$ cat src/rtl/egg_timer_control_pkg.sv
// Shared encodings for the egg timer: FSM states, digit count and per-digit wrap values.
package egg_timer_control_pkg;

  localparam int NUM_DIGITS = 4;

  typedef enum logic [1:0] {
    ST_IDLE  = 2'b00,
    ST_SET   = 2'b01,
    ST_RUN   = 2'b10,
    ST_ALARM = 2'b11
  } state_e;

  localparam logic [3:0] WRAP_SEC_ONES = 4'd9;
  localparam logic [3:0] WRAP_SEC_TENS = 4'd5;
  localparam logic [3:0] WRAP_MIN_ONES = 4'd9;
  localparam logic [3:0] WRAP_MIN_TENS = 4'd9;

  // Digit k occupies bits [4k+3:4k], sec-ones in the low nibble.
  localparam logic [15:0] WRAP_ALL = {WRAP_MIN_TENS, WRAP_MIN_ONES, WRAP_SEC_TENS, WRAP_SEC_ONES};

endpackage

$ cat src/rtl/egg_timer_control_button_edge.sv
// Rising-edge detector for a debounced button level; edge is combinational, one cycle wide.
// History resets to 1 so a button held through reset never reports an edge.
module button_edge (
  input  logic clk_i,
  input  logic rst_i,
  input  logic btn_i,
  output logic edge_o
);

  logic prev_q;

  always_ff @(posedge clk_i or posedge rst_i) begin
    if (rst_i) begin
      prev_q <= 1'b1;
    end else begin
      prev_q <= btn_i;
    end
  end

  assign edge_o = btn_i & ~prev_q;

endmodule

$ cat src/rtl/egg_timer_control.sv
// Egg timer sequencer: button UI, setting editor, 1 Hz countdown borrow chain and alarm phase.
// Button responses land on the clock edge after the edge is seen; decrement strobes are combinational.
module egg_timer_control
  import egg_timer_control_pkg::*;
#(
  parameter int ALARM_TICKS = 10
) (
  input  logic        clk,
  input  logic        reset,
  input  logic        btnMode,
  input  logic        btnNext,
  input  logic        btnInc,
  input  logic        btnStart,
  input  logic        tick,
  input  logic [15:0] running,
  output logic [15:0] setting,
  output logic        isSetting,
  output logic [3:0]  isDecrement,
  output logic [3:0]  isZero,
  output logic [3:0]  isDone,
  output logic [15:0] wrap,
  output logic [1:0]  sel,
  output logic        alarm,
  output logic [1:0]  state
);

  localparam logic [7:0] ALARM_LAST = 8'(ALARM_TICKS - 1);

  state_e      state_q, state_d;
  logic [1:0]  sel_q, sel_d;
  logic [15:0] setting_q, setting_d;
  logic [7:0]  acnt_q, acnt_d;

  logic mode_e, next_e, inc_e, start_e;
  logic any_edge, run_zero, dec_en;
  logic [3:0] cur_digit, cur_wrap;

  button_edge u_edge_mode  (.clk_i(clk), .rst_i(reset), .btn_i(btnMode),  .edge_o(mode_e));
  button_edge u_edge_next  (.clk_i(clk), .rst_i(reset), .btn_i(btnNext),  .edge_o(next_e));
  button_edge u_edge_inc   (.clk_i(clk), .rst_i(reset), .btn_i(btnInc),   .edge_o(inc_e));
  button_edge u_edge_start (.clk_i(clk), .rst_i(reset), .btn_i(btnStart), .edge_o(start_e));

  always_comb begin
    isZero = '0;
    for (int k = 0; k < NUM_DIGITS; k++) begin
      isZero[k] = (running[4*k +: 4] == 4'd0);
    end
  end

  assign isDone   = {1'b1, isZero[3], &isZero[3:2], &isZero[3:1]};
  assign run_zero = &isZero;
  assign any_edge = mode_e | next_e | inc_e | start_e;

  // Start wins over a coincident tick, and a zero count goes to ALARM without decrementing.
  assign dec_en      = (state_q == ST_RUN) & tick & ~start_e & ~run_zero;
  assign isDecrement = {4{dec_en}} & {&isZero[2:0], &isZero[1:0], isZero[0], 1'b1};

  assign cur_digit = setting_q[{sel_q, 2'b00} +: 4];
  assign cur_wrap  = WRAP_ALL[{sel_q, 2'b00} +: 4];

  always_comb begin
    state_d   = state_q;
    sel_d     = sel_q;
    setting_d = setting_q;
    acnt_d    = acnt_q;
    case (state_q)
      ST_IDLE: begin
        if (mode_e) begin
          state_d   = ST_SET;
          setting_d = running;
        end else if (start_e && !run_zero) begin
          state_d = ST_RUN;
        end
      end
      ST_SET: begin
        if (start_e) begin
          state_d = (setting_q != 16'd0) ? ST_RUN : ST_IDLE;
        end else if (mode_e) begin
          state_d = ST_IDLE;
        end else if (next_e) begin
          sel_d = sel_q + 2'd1;
        end else if (inc_e) begin
          setting_d[{sel_q, 2'b00} +: 4] = (cur_digit >= cur_wrap) ? 4'd0 : cur_digit + 4'd1;
        end
      end
      ST_RUN: begin
        if (start_e) begin
          state_d = ST_IDLE;
        end else if (run_zero) begin
          state_d = ST_ALARM;
        end
      end
      ST_ALARM: begin
        if (any_edge || (tick && acnt_q == ALARM_LAST)) begin
          state_d = ST_IDLE;
          acnt_d  = 8'd0;
        end else if (tick) begin
          acnt_d = acnt_q + 8'd1;
        end
      end
      default: state_d = ST_IDLE;
    endcase
  end

  always_ff @(posedge clk or posedge reset) begin
    if (reset) begin
      state_q   <= ST_IDLE;
      sel_q     <= 2'd0;
      setting_q <= 16'd0;
      acnt_q    <= 8'd0;
    end else begin
      state_q   <= state_d;
      sel_q     <= sel_d;
      setting_q <= setting_d;
      acnt_q    <= acnt_d;
    end
  end

  assign setting   = setting_q;
  assign isSetting = (state_q == ST_SET);
  assign alarm     = (state_q == ST_ALARM);
  assign state     = state_q;
  assign sel       = sel_q;
  assign wrap      = WRAP_ALL;

endmodule
$ cat config.mk
export PLATFORM = sky130hd
export DESIGN_NAME = egg_timer_control
export DESIGN_NICKNAME = d
export VERILOG_FILES = /design/src/rtl/egg_timer_control_pkg.sv /design/src/rtl/egg_timer_control_button_edge.sv /design/src/rtl/egg_timer_control.sv
export SDC_FILE = /design/constraint.sdc
export NUM_CORES = 1
export LEC_CHECK = 0
export CORE_ASPECT_RATIO = 1.4
export CORE_MARGIN = 8
export CORE_UTILIZATION = 46
export CTS_CLUSTER_DIAMETER = 120
export DETAILED_ROUTE_END_ITERATION = 8
export HOLD_SLACK_MARGIN = 0.15
export PLACE_DENSITY_LB_ADDON = 0.25
export SYNTH_ARGS = -nofsm -noshare
export SYNTH_HDL_FRONTEND = slang
export SYNTH_SLANG_ARGS = --single-unit
$ cat constraint.sdc
create_clock -name clk -period 3.3 [get_ports clk]
set_input_delay 0.33 -clock clk [delete_from_list [all_inputs] [get_ports clk]]
set_output_delay 0.33 -clock clk [all_outputs]
set_load 0.01 [all_outputs]
## Yosys cells after proc, flatten, opt, wreduce, memory -nomap -nowiden

Cells that the tools add are included.

- Input bits: 23
- Register bits after elaboration: 32
- Logic and storage cells: 88

- Eq/ne operators: 13
- Multiplexer cells: 19
- Shift-type cells: 4
- Bitwise logic cells: 18
- $lt $le $gt $ge: 1
- Add/subtract/negate cells: 4
- Reductions and logical operators: 21

Operator list:

| kind | number |
|---|---|
| $mux W16 | 5 |
| $pmux W16 S2 | 1 |
| $bwmux W16 | 1 |
| $logic_not A4 Y1 | 4 |
| $mux W2 | 8 |
| $mux W8 | 2 |
| $reduce_bool A16 Y1 | 1 |
| $shift A4 B6 Y16 const A | 1 |
| $shiftx A16 B5 Y4 | 1 |
| $shiftx A16 B5 Y4 const A | 1 |
| $shiftx A4 B6 Y16 | 1 |
| $reduce_and A4 Y1 | 3 |
| $add A8 B1 Y8 const B | 1 |
| $eq A8 B4 Y1 const B | 1 |
| $ne A2 B2 Y1 const B | 4 |
| $pmux W2 S4 | 1 |
| $and A1 B1 Y1 | 7 |
| $not A1 Y1 | 7 |
| $ne A3 B3 Y1 const B | 2 |
| $neg A4 Y6 | 1 |
| $reduce_and A2 Y1 | 3 |
| $reduce_and A3 Y1 | 2 |
| $reduce_and A6 Y1 | 1 |
| $add A4 B1 Y4 const B | 1 |
| other kinds (14) | 20 |

## Longest topological paths before layout

- Depth in word-level cells: 10
- Depth in mapped cells: 10
- Mapped depth without buffers: 8

## Cells and area by module

Synthesis repeated with hierarchy kept, for this count alone.

- Cell total of the unflattened synthesis: 233
- Area total of the unflattened synthesis: 2,247.2 um^2

Modules (own cells, without submodules):

| module | cells an instance | sequential area each (um^2) | area an instance (um^2) | times used |
|---|---|---|---|---|
| egg_timer_control | 221 | 700.7 | 2,072.0 | 1 |
| button_edge | 3 | 26.3 | 43.8 | 4 |

## Worst setup path before layout

OpenSTA, ideal clock, no wires.

- Path kind: flip-flop to flip-flop
- From: register sel_q[1] (netlist: sel[1])
- To: register setting_q[6] (netlist: setting[6])
- Data required time: 3,205 ps
- Path buffers: 2
- Data arrival time: 2,413 ps
- Stages on the path, launching flop included: 10
- Slack: 792 ps
- Setup time: 95 ps
- Path through: dfrtp_1 > buf_6 > mux4_2 > ha_1 > nand2b_1 > a21o_1 > a21oi_1 > clkbuf_1 > a32oi_1 > o31ai_1

- Longest elaborated chain between the ends: 10
- Elaborated cells between the ends (all ways): 14
- Classes of those cells: 2 x add/sub; 1 x order compare; 4 x shift; 7 x mux

Ends and longest elaborated chain:

| item | line | source |
|---|---|---|
| start, declared | egg_timer_control.sv:30 | `logic [1:0] sel_q, sel_d;` |
| start signal, assigned | egg_timer_control.sv:113 | `sel_q <= sel_d;` |
| $shiftx A16 B5 Y4, on equally long branches | egg_timer_control.sv:58, egg_timer_control.sv:59 |  |
| $add A4 B1 Y4 or $ge A4 B4 Y1 (tied branches) | egg_timer_control.sv:83 | `setting_d[{sel_q, 2'b00} +: 4] = (cur_digit >= cur_wrap) ? 4'd0 : cur_digit + 4'd1;` |
| $mux W4 | egg_timer_control.sv:83 |  |
| $shiftx A4 B6 Y16 | egg_timer_control.sv:83 |  |
| $bwmux W16 (*) | egg_timer_control.sv:83 |  |
| $mux W16 (*) | egg_timer_control.sv:82 | `end else if (inc_e) begin` |
| $mux W16 (*) | egg_timer_control.sv:80 | `end else if (next_e) begin` |
| $mux W16 (*) | egg_timer_control.sv:78 | `end else if (mode_e) begin` |
| $mux W16 (*) | egg_timer_control.sv:76 | `if (start_e) begin` |
| $pmux W16 S2 (*) | egg_timer_control.sv:66 | `case (state_q)` |
| end signal, assigned | egg_timer_control.sv:114 | `setting_q <= setting_d;` |
| end, declared | egg_timer_control.sv:31 | `logic [15:0] setting_q, setting_d;` |

Mark *: on every way between the ends. The rest lies on a longest branch, timed or not. The select of a mux whose other input is x is not followed.
A chain may end at the register's enable or synchronous reset.

## Worst setup path after layout

- From: register state_q[1] (netlist: state[1])
- To: output port isDecrement[1]

- Longest elaborated chain between the ends: 5

Ends and longest elaborated chain:

| item | line | source |
|---|---|---|
| start, declared | egg_timer_control.sv:29 | `state_e state_q, state_d;` |
| start signal, assigned | egg_timer_control.sv:112 | `state_q <= state_d;` |
| $eq A2 B2 Y1 | egg_timer_control.sv:55 | `assign dec_en = (state_q == ST_RUN) & tick & ~start_e & ~run_zero;` |
| $and A1 B1 Y1 (3 in a row) | egg_timer_control.sv:55 |  |
| $and A4 B4 Y4 | egg_timer_control.sv:56 | `assign isDecrement = {4{dec_en}} & {&isZero[2:0], &isZero[1:0], isZero[0], 1'b1};` |
| end, declared | egg_timer_control.sv:18 | `output logic [3:0] isDecrement,` |

No other way between the ends.

==> flow_summary.yaml <==
clock_tree:
  cts_tree: "built"
  post_cts_buffers: 0
  htreeDepth: 2
  cts_root_buffer: "clkbuf_8"
  clk_pin_slew_ns: 0.08
  cts_resized: 0
  cts.sink_count: 32
  hold_buffers: 0
  clk_latency_ns: 0.29
  cts_inserted_buffers: 5
  clockBufferDepth: 2
timing:
  fmaxAchievable_mhz: 339
  rsz0062_at_grt: "no"
  tightest_slew_ns: 0.722
  setup_slack_ns: 0.352
  setup_viol: 0
  finalHoldViolCount: 0
  fin_crit_sh_pct: 89.3
  min_period_ns: 2.95
  slew_viol_final: 0
  slew_headroom_pct: 51.2
  tns_ns: 0
  finClkSkew_ns: 0.0103
setup_path:
  r2r-end: "setting[12]"
  endpoint_kind: "output port"
  required_ns: 2.97
  r2r_setup_slack_ns: 0.52
  crit_fanout: 15
  worst_setup_path_start_kind: "register"
  worst_ep_arrival_time_ns: 2.62
  r2r_start: "sel[1]"
  worst-setup-path-type: "reg2out"
  rr_worst_depth: 7
placed_design:
  routabilityCongestion: 0.980
  place_inst: 323
  post-dp-hpwl_um: 4860
  portBuffers: 55
  pre_cts_ws_ns: 0.402
yosys:
  synth.distinct_cells: 45
  syn_inst: 214
  ys_ff_latch: 32
  ys_async_sr_fraction_pct: 100
  synth_area_leaders: "dfrtp_1, ha_1, buf_4, mux2_2, a32o_1"
  synth_commonest_cells: "dfrtp_1, buf_4, nor2_1, ha_1, mux2_2"
  yosys.area.top_type: "dfrtp_1"
  synth.avg_cell_area_um2: 10.4
  netlist_area_mm2: 0.00222
  synth_top_area_share_pct: 31.6
  yosysWarnings: 0
  synth_ff_type: "dfrtp_1"
  synth.most_common_cell: "dfrtp_1"
  ys_seq_area_share_pct: 36.3
  synth_enable_flop_cells: 0
worst_hold_path:
  worstHoldPathType: "in2async"
power:
  power_frac_seq_pct: 30.2
  vdd.ir_drop.worst_uv: 387
  clkPwrFrac_pct: 15.2
  p_int_mw: 1.43
  p_sw_mw: 1.03
  pwr-share-comb_pct: 54.6
  p_leak_nw: 1.21
  power.density_mw_per_mm2: 863
  p_sw_share_pct: 41.9
  p_total_mw: 2.46
cells_and_area:
  area_delta_synth_final_pct: 28.6
  final_net_count: 301
  fin_util_pct: 60.3
  drive_gt1_share_pct: 14.2
  antenna_cells: 0
  final_cells: 331
detailed_routing:
  num_vias: 1873
  wl_met1_um: 2150
  highest_layer: "met4"
  wl_met2_um: 3130
  vias_per_cell: 5.66
  initialDrtViolationCount: 166
  wl_per_cell_um: 18.3
  dr.pass1.iters: 5
  drt-total-wl_um: 6070
  route.met3.wl_um: 528
  drcViolationCount: 0
  ant_nets: 0
floorplan:
  initial_core_util_pct: 46.9
  core_area_mm2: 0.00473
  rows: 30
  dieArea_mm2: 0.00733
  boundaryPins: 73
  die_x_um: 74.7
  dieHeight_um: 98.1
grt:
  grt_pass1_vias: 1885
  gr-total-overflow: 0
  gr-usage-all-layers_pct: 16.8
  grt_first_pass_wirelength_um: 9540
  grt_max_degree: 33
  antenna_found_initial: 0
status:
  outcome: "completed"
run:
  cap_violations: 0
layout by cell type, fill, tap and decap left out, drive strengths merged, types with 2 or more instances in the layout:
master,instances
xor2,7
a31oi,2
a21oi,7
o22ai,2
a22o,4
clkbuf,6
buf,4
nand2b,4
a32o,11
nand2,7
dfstp,4
nor2b,4
nor3,2
conb,17
mux4,4
o31ai,2
nor4,9
inv,10
nand3,3
and2,4
nand4,4
and3,4
nor2,14
dfrtp,28
nor4b,2
and4,2
a211oi,2
clkdlybuf4s50,55
ha,12
xnor2,2
mux2,16
nand3b,2
through the flow:
step                area (um2)  hold slack [ns]
floorplan                 2270            0.334
global placement          2740            0.535
detailed placement        2740            0.550
CTS                       2850            0.433
global route              2850            0.472
finish                    2850            0.422
power by group through the flow:
stage                     combinational (mW)  clock, mW  sequential [mW]
final                                   1.34      0.374            0.743
after CTS                               1.34      0.383            0.739
after global routing                    1.46      0.398            0.768
after detailed placement                1.34          0            0.747
after floorplan                        0.846          0            0.702
after global placement                  1.32          0            0.740
metal layers:
metal  track usage [%]  vias to the layer above
li1                  -                      858
met2              29.5                       84
met1              16.7                      907
met5                 0                        -
met4              8.94                        0
met3              5.23                       24
worst max-delay path, stage by stage (launching register included):
cell             delay, ns
dfrtp_1               0.60
inv_1                 0.11
or4b_2                0.73
a31oi_1               0.21
and2_1                0.15
clkdlybuf4s50_1       0.54
sequential cells by signal, summed over array words and instances (netlist names):
signal               count
u_edge_mode.prev_q       1
state                    2
u_edge_inc.prev_q        1
u_edge_start.prev_q      1
sel                      2
acnt_q                   8
setting                 16
u_edge_next.prev_q       1
final cells by class:
cell class / count / area (um2)
Clock buffer: 6 / 72.6
Clock inverter: 2 / 35.0
Fill cell: 441 / 1880
Inverter: 10 / 37.5
Multi-Input combinational cell: 158 / 1240
Sequential cell: 32 / 806
Tap cell: 64 / 80.1
Timing Repair Buffer: 59 / 581
cells by family (layout without fill, tap and decap cells):
group / Yosys count / after routing / share of synthesized area (%)
mux: 20 / 20 / 12.9
flops: 32 / 32 / 36.3
fa+ha+maj: 12 / 12 / 6.77
other cells: 2 / 17 / 0.339
xor+xnor: 9 / 9 / 3.56
compound gates: 36 / 36 / 12.9
buf+inv: 39 / 77 / 10.3
simple gates: 64 / 64 / 17.0
how the worst max path moves through the flow:
stage	slack, ns	from	end
2_1_floorplan	0.79	sel[1]	setting[6]
3_3_place_gp	0.46	btnStart	isDecrement[3]
5_1_grt	0.22	state[1]	isDecrement[1]
3_5_place_dp	0.40	btnStart	isDecrement[1]
4_1_cts	0.34	state[1]	isDecrement[1]
6_report	0.35	state[1]	isDecrement[1]
No activity file was read; power rests on OpenSTA's default activity.
